===== src/rtl/jk_pkg.sv =====
// Shared definitions for the JK command sequencer: op encodings, FSM state, next-q helper.
package jk_pkg;

   localparam logic [1:0] JK_HOLD = 2'b00;
   localparam logic [1:0] JK_CLR  = 2'b01;
   localparam logic [1:0] JK_SET  = 2'b10;
   localparam logic [1:0] JK_TGL  = 2'b11;

   typedef enum logic {
      ST_IDLE  = 1'b0,
      ST_ISSUE = 1'b1
   } jk_state_e;

   function automatic logic jk_next(input logic q, input logic [1:0] jk);
      logic nq;
      case (jk)
         JK_CLR:  nq = 1'b0;
         JK_SET:  nq = 1'b1;
         JK_TGL:  nq = ~q;
         default: nq = q;
      endcase
      return nq;
   endfunction

endpackage


===== src/rtl/jk_cmd_fifo.sv =====
// Command FIFO with (log2(DEPTH)+1)-bit pointers; full/empty come from the MSB difference.
module jk_cmd_fifo #(
   parameter int DEPTH = 4,
   parameter int W     = 6
) (
   input  logic         clk,
   input  logic         rst,
   input  logic         push_i,
   input  logic [W-1:0] wdata_i,
   input  logic         pop_i,
   output logic [W-1:0] rdata_o,
   output logic         full_o,
   output logic         empty_o
);

   localparam int AW = $clog2(DEPTH);

   logic [AW:0]  wptr_q, rptr_q;
   logic [AW:0]  wptr_d, rptr_d;
   logic [W-1:0] mem_q [DEPTH];
   logic         push_ok, pop_ok;

   assign empty_o = (wptr_q == rptr_q);
   assign full_o  = (wptr_q[AW] != rptr_q[AW]) && (wptr_q[AW-1:0] == rptr_q[AW-1:0]);
   assign rdata_o = mem_q[rptr_q[AW-1:0]];

   // Overflow/underflow requests are dropped here so callers can stay simple.
   assign push_ok = push_i && !full_o;
   assign pop_ok  = pop_i && !empty_o;

   always_comb begin
      wptr_d = wptr_q;
      rptr_d = rptr_q;
      if (push_ok) wptr_d = wptr_q + (AW+1)'(1);
      if (pop_ok)  rptr_d = rptr_q + (AW+1)'(1);
   end

   always_ff @(posedge clk) begin
      if (rst) begin
         wptr_q <= '0;
         rptr_q <= '0;
      end else begin
         wptr_q <= wptr_d;
         rptr_q <= rptr_d;
      end
   end

   always_ff @(posedge clk) begin
      if (push_ok) mem_q[wptr_q[AW-1:0]] <= wdata_i;
   end

endmodule


===== src/rtl/jk_cmd_sequencer.sv =====
// Queues JK commands and replays each op on registered j/k for len cycles,
// predicting the downstream JK flop output in q_model.
module jk_cmd_sequencer
   import jk_pkg::*;
#(
   parameter int DEPTH = 4,
   parameter int CNT_W = 4
) (
   input  logic             clk,
   input  logic             rst,
   input  logic             cmd_valid,
   output logic             cmd_ready,
   input  logic [1:0]       cmd_op,
   input  logic [CNT_W-1:0] cmd_len,
   output logic             j,
   output logic             k,
   output logic             busy,
   output logic             done,
   output logic             q_model,
   output jk_state_e        state_dbg
);

   localparam int EW = 2 + CNT_W;

   jk_state_e        state_q, state_d;
   logic [CNT_W-1:0] cnt_q, cnt_d;
   logic             j_q, j_d, k_q, k_d, q_q;

   logic             fifo_full, fifo_empty, fifo_pop, fifo_push;
   logic [EW-1:0]    fifo_rdata;
   logic [1:0]       head_op;
   logic [CNT_W-1:0] head_len, head_cnt;

   // Handshake: a command transfers on a rising edge with cmd_valid && cmd_ready;
   // cmd_ready depends only on FIFO fullness and rst, never on cmd_valid.
   assign cmd_ready = !fifo_full && !rst;
   assign fifo_push = cmd_valid && cmd_ready;

   jk_cmd_fifo #(.DEPTH(DEPTH), .W(EW)) u_fifo (
      .clk     (clk),
      .rst     (rst),
      .push_i  (fifo_push),
      .wdata_i ({cmd_op, cmd_len}),
      .pop_i   (fifo_pop),
      .rdata_o (fifo_rdata),
      .full_o  (fifo_full),
      .empty_o (fifo_empty)
   );

   assign head_op  = fifo_rdata[EW-1 -: 2];
   assign head_len = fifo_rdata[CNT_W-1:0];
   assign head_cnt = (head_len == '0) ? CNT_W'(1) : head_len;

   always_comb begin
      state_d  = state_q;
      cnt_d    = cnt_q;
      j_d      = j_q;
      k_d      = k_q;
      fifo_pop = 1'b0;
      case (state_q)
         ST_IDLE: begin
            j_d = 1'b0;
            k_d = 1'b0;
            if (!fifo_empty) begin
               fifo_pop   = 1'b1;
               {j_d, k_d} = head_op;
               cnt_d      = head_cnt;
               state_d    = ST_ISSUE;
            end
         end
         ST_ISSUE: begin
            if (cnt_q == CNT_W'(1)) begin
               // Chain straight into the next command so there is no bubble cycle.
               if (!fifo_empty) begin
                  fifo_pop   = 1'b1;
                  {j_d, k_d} = head_op;
                  cnt_d      = head_cnt;
               end else begin
                  j_d     = 1'b0;
                  k_d     = 1'b0;
                  cnt_d   = '0;
                  state_d = ST_IDLE;
               end
            end else begin
               cnt_d = cnt_q - CNT_W'(1);
            end
         end
         default: state_d = ST_IDLE;
      endcase
   end

   always_ff @(posedge clk) begin
      if (rst) begin
         state_q <= ST_IDLE;
         cnt_q   <= '0;
         j_q     <= 1'b0;
         k_q     <= 1'b0;
         q_q     <= 1'b0;
      end else begin
         state_q <= state_d;
         cnt_q   <= cnt_d;
         j_q     <= j_d;
         k_q     <= k_d;
         q_q     <= jk_next(q_q, {j_q, k_q});
      end
   end

   assign j         = j_q;
   assign k         = k_q;
   assign q_model   = q_q;
   assign done      = (state_q == ST_ISSUE) && (cnt_q == CNT_W'(1));
   assign busy      = (state_q == ST_ISSUE) || !fifo_empty;
   assign state_dbg = state_q;

endmodule

===== config.mk =====
export PLATFORM = sky130hd
export DESIGN_NAME = jk_cmd_sequencer
export DESIGN_NICKNAME = d
export VERILOG_FILES = /design/src/rtl/jk_pkg.sv /design/src/rtl/jk_cmd_fifo.sv /design/src/rtl/jk_cmd_sequencer.sv
export SDC_FILE = /design/constraint.sdc
export NUM_CORES = 1
export LEC_CHECK = 0
export ABC_AREA = 1
export ABC_CLOCK_PERIOD_IN_PS = 2900
export CORE_AREA = 3 3 73 75
export CTS_CLUSTER_DIAMETER = 60
export CTS_CLUSTER_SIZE = 16
export DETAILED_ROUTE_END_ITERATION = 16
export DIE_AREA = 0 0 76 78
export PLACE_DENSITY = 0.68
export SYNTH_ARGS = -nofsm -noshare
export SYNTH_HDL_FRONTEND = slang
export SYNTH_SLANG_ARGS = --single-unit
export TNS_END_PERCENT = 1

===== constraint.sdc =====
create_clock -name clk -period 2.9 [get_ports clk]
set_clock_uncertainty 0.1 [all_clocks]
set_input_delay 0.58 -clock clk [delete_from_list [all_inputs] [get_ports clk]]
set_output_delay 0.58 -clock clk [all_outputs]
set_load 0.01 [all_outputs]

==> results_dict.tcl, run 1 <==
set metrics [dict create \
    clock-sinks 40 \
    synth_edf_count 24 \
    stdcell_area_sq_um 2145 \
    status "complete, no violations" \
    grt_pass1_vias 1250 \
    slowest_delay_ns 0.55 \
    crit_top_cell "clkdlybuf4s50_1" \
    instances_no_fill 280 \
    ys_ff_latch 40 \
    final_common_cell "nand2_1" \
    maxSlewHeadroom 0.5872 \
    hold_viol 0 \
    setup_tns_ns 0 \
    die_area_sq_um 5928 \
    initial_core_util 0.3825 \
    max-cap-violations 0 \
    avgViaCountPerCell 4.629 \
    post_cts_buffers 0 \
    yosysWarningCount 0 \
    crit_type "primary input to output pin" \
    multi_input_area_sq_um 641.9 \
    max_slew.worst_pin.slew_ns 0.6169 \
    layout_common_cells "nand2_1, edfxtp_1, inv_1, a21oi_1, dfxtp_1" \
    gp_congestion 0.7559 \
    fp-row-count 25 \
    fmax_ghz 0.3987 \
    grt_usage 0.1230 \
    fill_cells 444 \
    synth.cell_area_sq_um 1807 \
    endpoint_kind "output pin" \
    dp_cells 272 \
    fin_crit_ns 2.508 \
    drive_gt1_frac 0.1174 \
    cp_num_buf_inv 4 \
    grt_pass1_wl_microns 5685 \
    synth-seq-area-share 0.5762 \
    placed_area_sq_um 2037 \
    cts_buffers 5 \
    ys.flop_type "edfxtp_1" \
    power_density_nw_per_um2 880.5 \
    clk_pin_slew_ns 0.08 \
    io_buffers 15 \
    vias 1296 \
    htreeDepth 2 \
    hold_buffers 0 \
    die_h_microns 78 \
    clk_path_buf_depth 2 \
    cts_tree "yes" \
    power.total_mw 1.888 \
    area_growth_pct 18.70 \
    hold_slack_ns 0.3519 \
    grt_max_degree 18 \
    dpl.hpwl_microns 2433 \
    async_flop_share 0 \
    p_leak_nw 0.8710 \
    fp.coreArea_sq_um 4723 \
    clock_latency_ns 0.29 \
    drv_slew 0 \
    cp_slowest_cell "clkdlybuf4s50_1" \
    antenna_found_initial 0 \
    critPathMaxFanout 5 \
    io_pins 16 \
    fin_ws_ns 0.3917 \
    seq_area_sq_um 1041 \
    hold_class "flip-flop to flip-flop" \
    synthDistinctLibCells 24 \
    crit_chain "clkdlybuf4s50_1 > inv_1 > o21ai_2 > inv_2 > clkdlybuf4s50_1" \
    cts_resized 0 \
    synth.avg_cell_area_sq_um 9.509 \
    pre_cts_ws_ns 0.3979 \
    drc 0 \
    antenna_cells 0 \
    critPathArrivalTime_ns 1.83 \
    ant_nets 0 \
    crit_path_start_kind "primary input" \
    routedWlPerCell_microns 12.20 \
    period_share 0.8649 \
    gr-total-overflow 0 \
    clockRootBuffer "clkbuf_8" \
    rsz0062_at_grt "false" \
    worstPathRequired_ns 2.22 \
    cp_top_family "buffers and inverters" \
    dr.pass1.iters 4 \
    setup_violations 0 \
    nNetsFinal 228 \
    routed_wl_microns 3415 \
    synth_nets 206 \
    final_core_util 0.4540 \
    die_x_microns 76 \
    vdd_drop_max_mv 0.3497 \
    syn_inst 190 \
    drt-initial-drc-count 71 \
]
[layout make-up]
| type | count | share of cell area |
|---|---|---|
| Timing Repair Buffer | 17 | 0.07701 |
| Sequential cell | 40 | 0.4854 |
| Clock buffer | 6 | 0.03384 |
| Inverter | 28 | 0.04901 |
| Multi-Input combinational cell | 120 | 0.2993 |
| Tap cell | 67 | 0.03909 |
| Clock inverter | 2 | 0.01634 |
[sequential cells by signal (all words and copies together) (netlist names), named ones only]
register	flops
u_fifo.mem_q	24
cnt_q	4
u_fifo.rptr_q	3
u_fifo.wptr_q	3
j	1
k	1
q_model	1
state_dbg	1
[power by group]
| group | total (mW) | switching [mW] | internal (mW) |
|---|---|---|---|
| clock | 0.445 | 0.190 | 0.255 |
| sequential | 0.788 | 0.101 | 0.687 |
| combinational | 0.654 | 0.390 | 0.264 |
| total | 1.89 | 0.682 | 1.21 |
[cells in the mapped netlist, types with 2 or more instances]
| cell | instances | area (sq um) |
|---|---|---|
| nand2_1 | 40 | 150.1 |
| edfxtp_1 | 24 | 720.7 |
| inv_1 | 22 | 82.58 |
| a21oi_1 | 19 | 95.09 |
| dfxtp_1 | 16 | 320.3 |
| nor2_1 | 13 | 48.80 |
| nand3_1 | 12 | 60.06 |
| o21ai_0 | 12 | 60.06 |
| ha_1 | 7 | 87.58 |
| inv_2 | 6 | 22.52 |
| nand2_2 | 5 | 31.28 |
| nand2_4 | 2 | 22.52 |
[cells by family after synthesis]
group | Yosys count | share of synthesized area
xor gates and xnor gates | 1 | 0.004849
adders and majority gates | 7 | 0.04847
buffers and inverters | 30 | 0.06856
DFF | 40 | 0.5762
AOI/OAI and AO/OA | 37 | 0.1094
and+or+nand+nor | 75 | 0.1925
[worst paths after layout]
check,from,endpoint,slack [ns],cells after the start
hold / removal,k,q_model,0.35,1
setup reg to reg,u_fifo.wptr_q[0],u_fifo.mem_q[0][1],0.96,8
setup / recovery,rst,cmd_ready,0.39,5
hold reg to reg,k,q_model,0.35,1
[metal layers]
layer  track usage  vias up  part of all wire
li1              -      669                 -
met1        0.1429      603              0.45
met2        0.2021       15              0.48
met3       0.03364        9             0.031
met4       0.07609        0             0.034
met5             0        -                 0
Note: power is estimated with default switching activity, not from simulation.
==> run 2, diff against run 1 <==
--- a/config.mk
+++ b/config.mk
@@ -7,12 +7,11 @@
 export LEC_CHECK = 0
 export ABC_AREA = 1
 export ABC_CLOCK_PERIOD_IN_PS = 2900
-export CORE_AREA = 3 3 73 75
+export CORE_AREA = 3 3 94 60
 export CTS_CLUSTER_DIAMETER = 60
 export CTS_CLUSTER_SIZE = 16
 export DETAILED_ROUTE_END_ITERATION = 16
-export DIE_AREA = 0 0 76 78
-export PLACE_DENSITY = 0.68
+export DIE_AREA = 0 0 97 63
 export SYNTH_ARGS = -nofsm -noshare
 export SYNTH_HDL_FRONTEND = slang
 export SYNTH_SLANG_ARGS = --single-unit
==> run 2 against run 1 <==
Net effect: routed wire length rose by 0.67%; flip-flop and latch count did not move; combinational power rose by 2%; die area rose by 3.1%; via count rose by 0.39%; utilization fell by 2.3 points; critical endpoint unchanged; largest cell class unchanged; highest routed layer unchanged.
==> results_dict.tcl, run 2 (synthesized netlist as in run 1, its figures left out) <==
set metrics [dict create \
    grt_pass1_vias 1248 \
    die_h_microns 63 \
    fill_cells 476 \
    clk_pin_slew_ns 0.08 \
    routed_wl_microns 3438 \
    p_leak_nw 0.8637 \
    drv_slew 0 \
    placed_area_sq_um 2036 \
    vdd_drop_max_mv 0.3025 \
    htreeDepth 2 \
    io_pins 16 \
    drive_gt1_frac 0.1221 \
    status "complete, no violations" \
    cts_buffers 5 \
    pre_cts_ws_ns 0.4189 \
    setup_tns_ns 0 \
    largest_register_ffs 24 \
    grtUsageMet1 0.1761 \
    hold_slack_ns 0.3629 \
    maxSlewHeadroom 0.5700 \
    drc 0 \
    vias 1301 \
    power.total_mw 1.822 \
    clock_latency_ns 0.29 \
    nNetsFinal 228 \
    gr-total-overflow 0 \
    grt_usage 0.1216 \
    cts_resized 0 \
    rsz0062_at_grt "false" \
    area_growth_pct 17.52 \
    final_common_cell "nand2_1" \
    layout_common_cells "nand2_1, edfxtp_1, inv_1, a21oi_1, dfxtp_1" \
    fp.coreArea_sq_um 4930 \
    fin_ws_ns 0.4146 \
    initial_core_util 0.3665 \
    worstPathRequired_ns 2.22 \
    max-cap-violations 0 \
    routedWlPerCell_microns 12.32 \
    top_usage_layer "met1" \
    power_density_nw_per_um2 858.0 \
    io_buffers 15 \
    endpoint_kind "output pin" \
    dpl.hpwl_microns 2559 \
    clock-sinks 40 \
    crit_path_start_kind "primary input" \
    antenna_cells 0 \
    crit_type "primary input to output pin" \
    hold_buffers 0 \
    hold_viol 0 \
    die_x_microns 97 \
    max_slew.worst_pin.slew_ns 0.6426 \
    fp-row-count 20 \
    ant_nets 0 \
    grt_max_degree 18 \
    critPathArrivalTime_ns 1.81 \
    drt-initial-drc-count 103 \
    clockRootBuffer "clkbuf_8" \
    clk_path_buf_depth 2 \
    antenna_found_initial 0 \
    stdcell_area_sq_um 2123 \
    setup_violations 0 \
    dr.pass1.iters 4 \
    cts_tree "yes" \
    gr-usage-met2 0.1718 \
    grt.met3_usage 0.03567 \
    post_cts_buffers 0 \
    gp_congestion 0.7887 \
    grt_pass1_wl_microns 5878 \
    critPathMaxFanout 5 \
    die_area_sq_um 6111 \
    fin_crit_ns 2.485 \
    period_share 0.8570 \
    hold_depth 1 \
    rr_worst_depth 8 \
    hold_class "flip-flop to flip-flop" \
    avgViaCountPerCell 4.663 \
    fmax_ghz 0.4023 \
]
## run 2: cell count changes in the layout (fill, tap and decap cells not counted), sizes merged
cell / change
bufinv: -1
clkinv: +2
clkbuf: -1
## run 2: worst paths after layout
kind	endpoint	from	slack, ns
hold / removal	q_model	q_model	0.36
setup / recovery	cmd_ready	rst	0.41
hold reg to reg	q_model	q_model	0.36
setup reg to reg	u_fifo.mem_q[1][2]	u_fifo.wptr_q[0]	0.93
## run 2: where the power goes
part	internal [mW]	switching (mW)
Combinational	0.265	0.402
Sequential	0.687	0.101
Clock	0.168	0.200
Total	1.12	0.702
## run 2: area by class of cell
| cell class | instances | area (sq um) | share of cell area |
|---|---|---|---|
| sequential | 40 | 1041 | 0.4903 |
| timing repair buffer | 17 | 165.2 | 0.07778 |
| inverter | 28 | 105.1 | 0.04950 |
| clock buffer | 5 | 68.82 | 0.03241 |
| multi-input combinational | 120 | 641.9 | 0.3023 |
| tap | 66 | 82.58 | 0.03889 |
| clock inverter | 3 | 18.77 | 0.008839 |
## run 2: worst max-delay path, stage by stage
cell and delay (ns):
clkdlybuf4s50_1 0.42, inv_1 0.09, o21ai_2 0.06, inv_2 0.10
clkdlybuf4s50_1 0.55
## run 2: per-layer routing
layer,routed length [microns],share of wire
met1,1840,0.54
met2,1356,0.39
met3,205,0.060
met4,36,0.010
met5,0,0
## run 2: per-stage QoR
| step | std cells | utilization |
|---|---|---|
| after CTS | 279 | 0.4307 |
| after detailed placement | 271 | 0.4129 |
| final | 279 | 0.4307 |
| after floorplan | 190 | - |
| after global routing | 279 | 0.4307 |
| after global placement | 271 | 0.4129 |
==> variant 1: new RTL, config.mk and constraints of run 2 <==
The parameter `CNT_W` goes from 4 to 5.
--- a/src/rtl/jk_cmd_sequencer.sv
+++ b/src/rtl/jk_cmd_sequencer.sv
@@ -4,7 +4,7 @@
    import jk_pkg::*;
 #(
    parameter int DEPTH = 4,
-   parameter int CNT_W = 4
+   parameter int CNT_W = 5
 ) (
    input  logic             clk,
    input  logic             rst,
Ports: changed (resized cmd_len); port bits go from 16 to 17. The function was not compared with the original's and may differ.
==> variant 1 against run 2 <==
- synthesized area grew 8.4%
- core utilization grew 3.6 points
- sequential cell count grew 5
- die area is the same
- design area grew 8.2%
- maximum frequency shrank 3.6%
- sequential power grew 9.9%
- total power grew 10%
- worst setup slack lost 0.093 ns
- count of clock-buffer cells in the layout grew 3
- wire length grew 11%
==> variant 1: results <==
export IMPL_nMultiInputCombCells=130
export IMPL_syn_nets=216
export IMPL_num_fill_cells=482
export IMPL_fin_crit_sh_pct=88.91
export IMPL_place_ws_ns=0.3710
export IMPL_buf_share_pct=8.928
export IMPL_dr_wl_met3_um=134
export IMPL_wire_per_inst_um=13.09
export IMPL_power_switching_w=0.0007638
export IMPL_ys_top_cells_by_area="edfxtp_1 43%, dfxtp_1 17%, nand2_1 7.7%"
export IMPL_max_stage_delay_ns=0.50
export IMPL_clk_share_pct=3.484
export IMPL_grt_start_max_net_pins=16
export IMPL_p_leak_nw=0.9011
export IMPL_status="complete, no violations"
export IMPL_fin_nets=241
export IMPL_hold_slack_ns=0.3596
export IMPL_viasPerCell=4.770
export IMPL_met3_usage_pct=4.236
export IMPL_synth_seq_area_share_pct=60.32
export IMPL_critPathMaxFanout=6
export IMPL_synth_common_cells="40 x nand2_1, 28 x edfxtp_1, 21 x a21oi_1"
export IMPL_post_route_cells_drive_above_1_share_pct=7.111
export IMPL_startpoint="u_fifo.rptr_q[0]"
export IMPL_reg2reg_depth=5
export IMPL_grtUsageMet2_pct=18.90
export IMPL_via_count=1388
export IMPL_n_clock_buffer=8
export IMPL_multi_input_area_share_pct=29.34
export IMPL_critical_path_endpoint="busy"
export IMPL_drtIter0Drc=52
export IMPL_synth_edf_count=28
export IMPL_first_global_vias=1329
export IMPL_grt_use_met1_pct=19.39
export IMPL_grt_pass1_wl_um=6492
export IMPL_placed_cells=283
export IMPL_largest_register_ffs=28
export IMPL_cts_sinks=45
export IMPL_peakVddDrop_uv=253.7
export IMPL_signal_buffers=22
export IMPL_powerComb_w=0.000765
export IMPL_worstReg2RegStart="u_fifo.wptr_q[2]"
export IMPL_wl_met2_um=1586
export IMPL_syn_to_final_growth_pct=17.38
export IMPL_ys_types=25
export IMPL_gp_congestion=0.8570
export IMPL_r2r_end="u_fifo.mem_q[0][3]"
export IMPL_worstPathArrival_ns=1.90
export IMPL_slew_headroom_pct=75.56
export IMPL_r2r_slack_ns=1.17
export IMPL_internal_power_w=0.001244
export IMPL_hpwl_um=2720
## variant 1: cell types whose count changed in the layout (fill, tap and decap cells not counted), sizes merged, moves of 2 or more
| cell | change |
|---|---|
| a21oi | +2 |
| nand3 | +6 |
| buf | +4 |
| nand2 | -7 |
| clkbuf | +3 |
| clkinv | -3 |
| xnor2 | +3 |
| nor2 | +5 |
| edfxtp | +4 |
| inv | -8 |
## variant 1: kinds of logic (layout without fill, tap and decap cells)
| kind of cell | Yosys count | in the layout | share of synthesized area (%) |
|---|---|---|---|
| flops | 45 | 45 | 60.32 |
| fa+ha+maj | 7 | 7 | 4.473 |
| xor+xnor | 5 | 5 | 2.237 |
| buf+inv | 24 | 50 | 5.239 |
| compound gates | 37 | 37 | 9.840 |
| simple gates | 81 | 81 | 17.89 |
## variant 1: worst reg2reg max path, cell delays in order (launching register included)
cell,delay (ns)
dfxtp_1,0.35
xnor2_1,0.23
nand3b_1,0.18
nand3_1,0.23
nor2_1,0.17
buf_4,0.19
==> variant 2: new RTL, flow settings as in run 2 <==
Made on the original files. Put one more register stage on the output `state_dbg`. The value now appears one clock later. The other outputs are not delayed to match.
--- a/src/rtl/jk_cmd_sequencer.sv
+++ b/src/rtl/jk_cmd_sequencer.sv
@@ -110,6 +110,8 @@
    assign q_model   = q_q;
    assign done      = (state_q == ST_ISSUE) && (cnt_q == CNT_W'(1));
    assign busy      = (state_q == ST_ISSUE) || !fifo_empty;
-   assign state_dbg = state_q;
+   always_ff @(posedge clk) begin
+      state_dbg <= state_q;
+   end
 
 endmodule
Formal check against the unedited RTL: not equivalent (a bounded check fails within 4 cycles, from zero or initial values and one cycle with rst high).
==> variant 2 against run 2 <==
- critical path depth unchanged
- clock power down 3%
- via count up 0.54%
- first-iteration DRC count down 17%
- count of clock-buffer cells in the layout up 2
- wire length down 0.64%
- synthesized area up 1.1%
- total power up 0.26%
- sequential cell count up 1
- global-route usage about the same
- non-clock buffer count unchanged
- worst hold slack worse by 0.013 ns
- design area up 0.65%
- worst setup slack better by 0.017 ns
- largest cell class unchanged
- highest routed layer unchanged
==> variant 2: results <==
export IMPL_status="complete, no violations"
export IMPL_gp_congestion=0.7579
export IMPL_clockRootBuffer="clkbuf_8"
export IMPL_hold_slack_ns=0.3502
export IMPL_grt_pass1_wl_um=5858
export IMPL_crit_family="buffers and inverters"
export IMPL_place_ws_ns=0.4313
export IMPL_max_stage_delay_ns=0.55
export IMPL_wire_per_inst_um=12.20
export IMPL_synth_compound_area_share_pct=10.82
export IMPL_num_fill_cells=499
export IMPL_maxCapViolations=0
export IMPL_grtUsageMet2_pct=15.38
export IMPL_power_density_mw_per_mm2=854.7
export IMPL_drtIter0Drc=86
export IMPL_peakVddDrop_uv=246.4
export IMPL_clkPwrFrac_pct=19.5
export IMPL_internal_power_w=0.001143
export IMPL_tightest_slew_ns=0.6365
export IMPL_worstReg2RegStart="u_fifo.wptr_q[1]"
export IMPL_ys_top_cells_by_area="edfxtp_1 39%, dfxtp_1 19%, nand2_1 8.2%"
export IMPL_post_route_cells_drive_above_1_share_pct=11.21
export IMPL_synth_xor_area_share_pct=0.4795
export IMPL_via_count=1308
export IMPL_hpwl_um=2522
export IMPL_yosysWarnings=0
export IMPL_syn_nets=207
export IMPL_met3_usage_pct=3.790
export IMPL_synth_common_cells="40 x nand2_1, 24 x edfxtp_1, 22 x inv_1"
export IMPL_grt_use_met1_pct=18.79
export IMPL_fin_nets=229
export IMPL_combPwrFrac_pct=36.2
export IMPL_synth_fa_ha_area_share_pct=4.795
export IMPL_reg2reg_depth=8
export IMPL_final_max_slew_viol_count=0
export IMPL_first_global_vias=1196
export IMPL_synth_edf_count=24
export IMPL_p_leak_nw=0.8665
export IMPL_synth_seq_area_share_pct=58.08
export IMPL_fmax_mhz=405.2
export IMPL_worstPathArrival_ns=1.79
export IMPL_track_usage_pct=12.11
==> variant 2: per-stage QoR <==
| stage | utilization [%] | area, um2 | cells |
|---|---|---|---|
| after floorplan | - | 1827 | 191 |
| after global placement | 41.70 | 2056 | 272 |
| after detailed placement | 41.70 | 2056 | 272 |
| after CTS | 43.35 | 2137 | 280 |
| after global routing | 43.35 | 2137 | 280 |
| final | 43.35 | 2137 | 280 |
==> variant 2: metal layers <==
| metal | wire length, um | vias to the layer above |
|---|---|---|
| met5 | 0 | - |
| met3 | 214 | 7 |
| li1 | - | 678 |
| met2 | 1354 | 31 |
| met1 | 1809 | 592 |
| met4 | 38 | 0 |
==> variant 2: layout make-up <==
type	instances	area [um2]	area share [%]
multi-input cells	120	641.9	30.04
well taps	66	82.58	3.864
clock inverters	1	5.005	0.2342
inverters	28	105.1	4.918
repair buffers	17	165.2	7.728
clock buffers	7	76.32	3.571
flip-flops and latches	41	1061	49.65
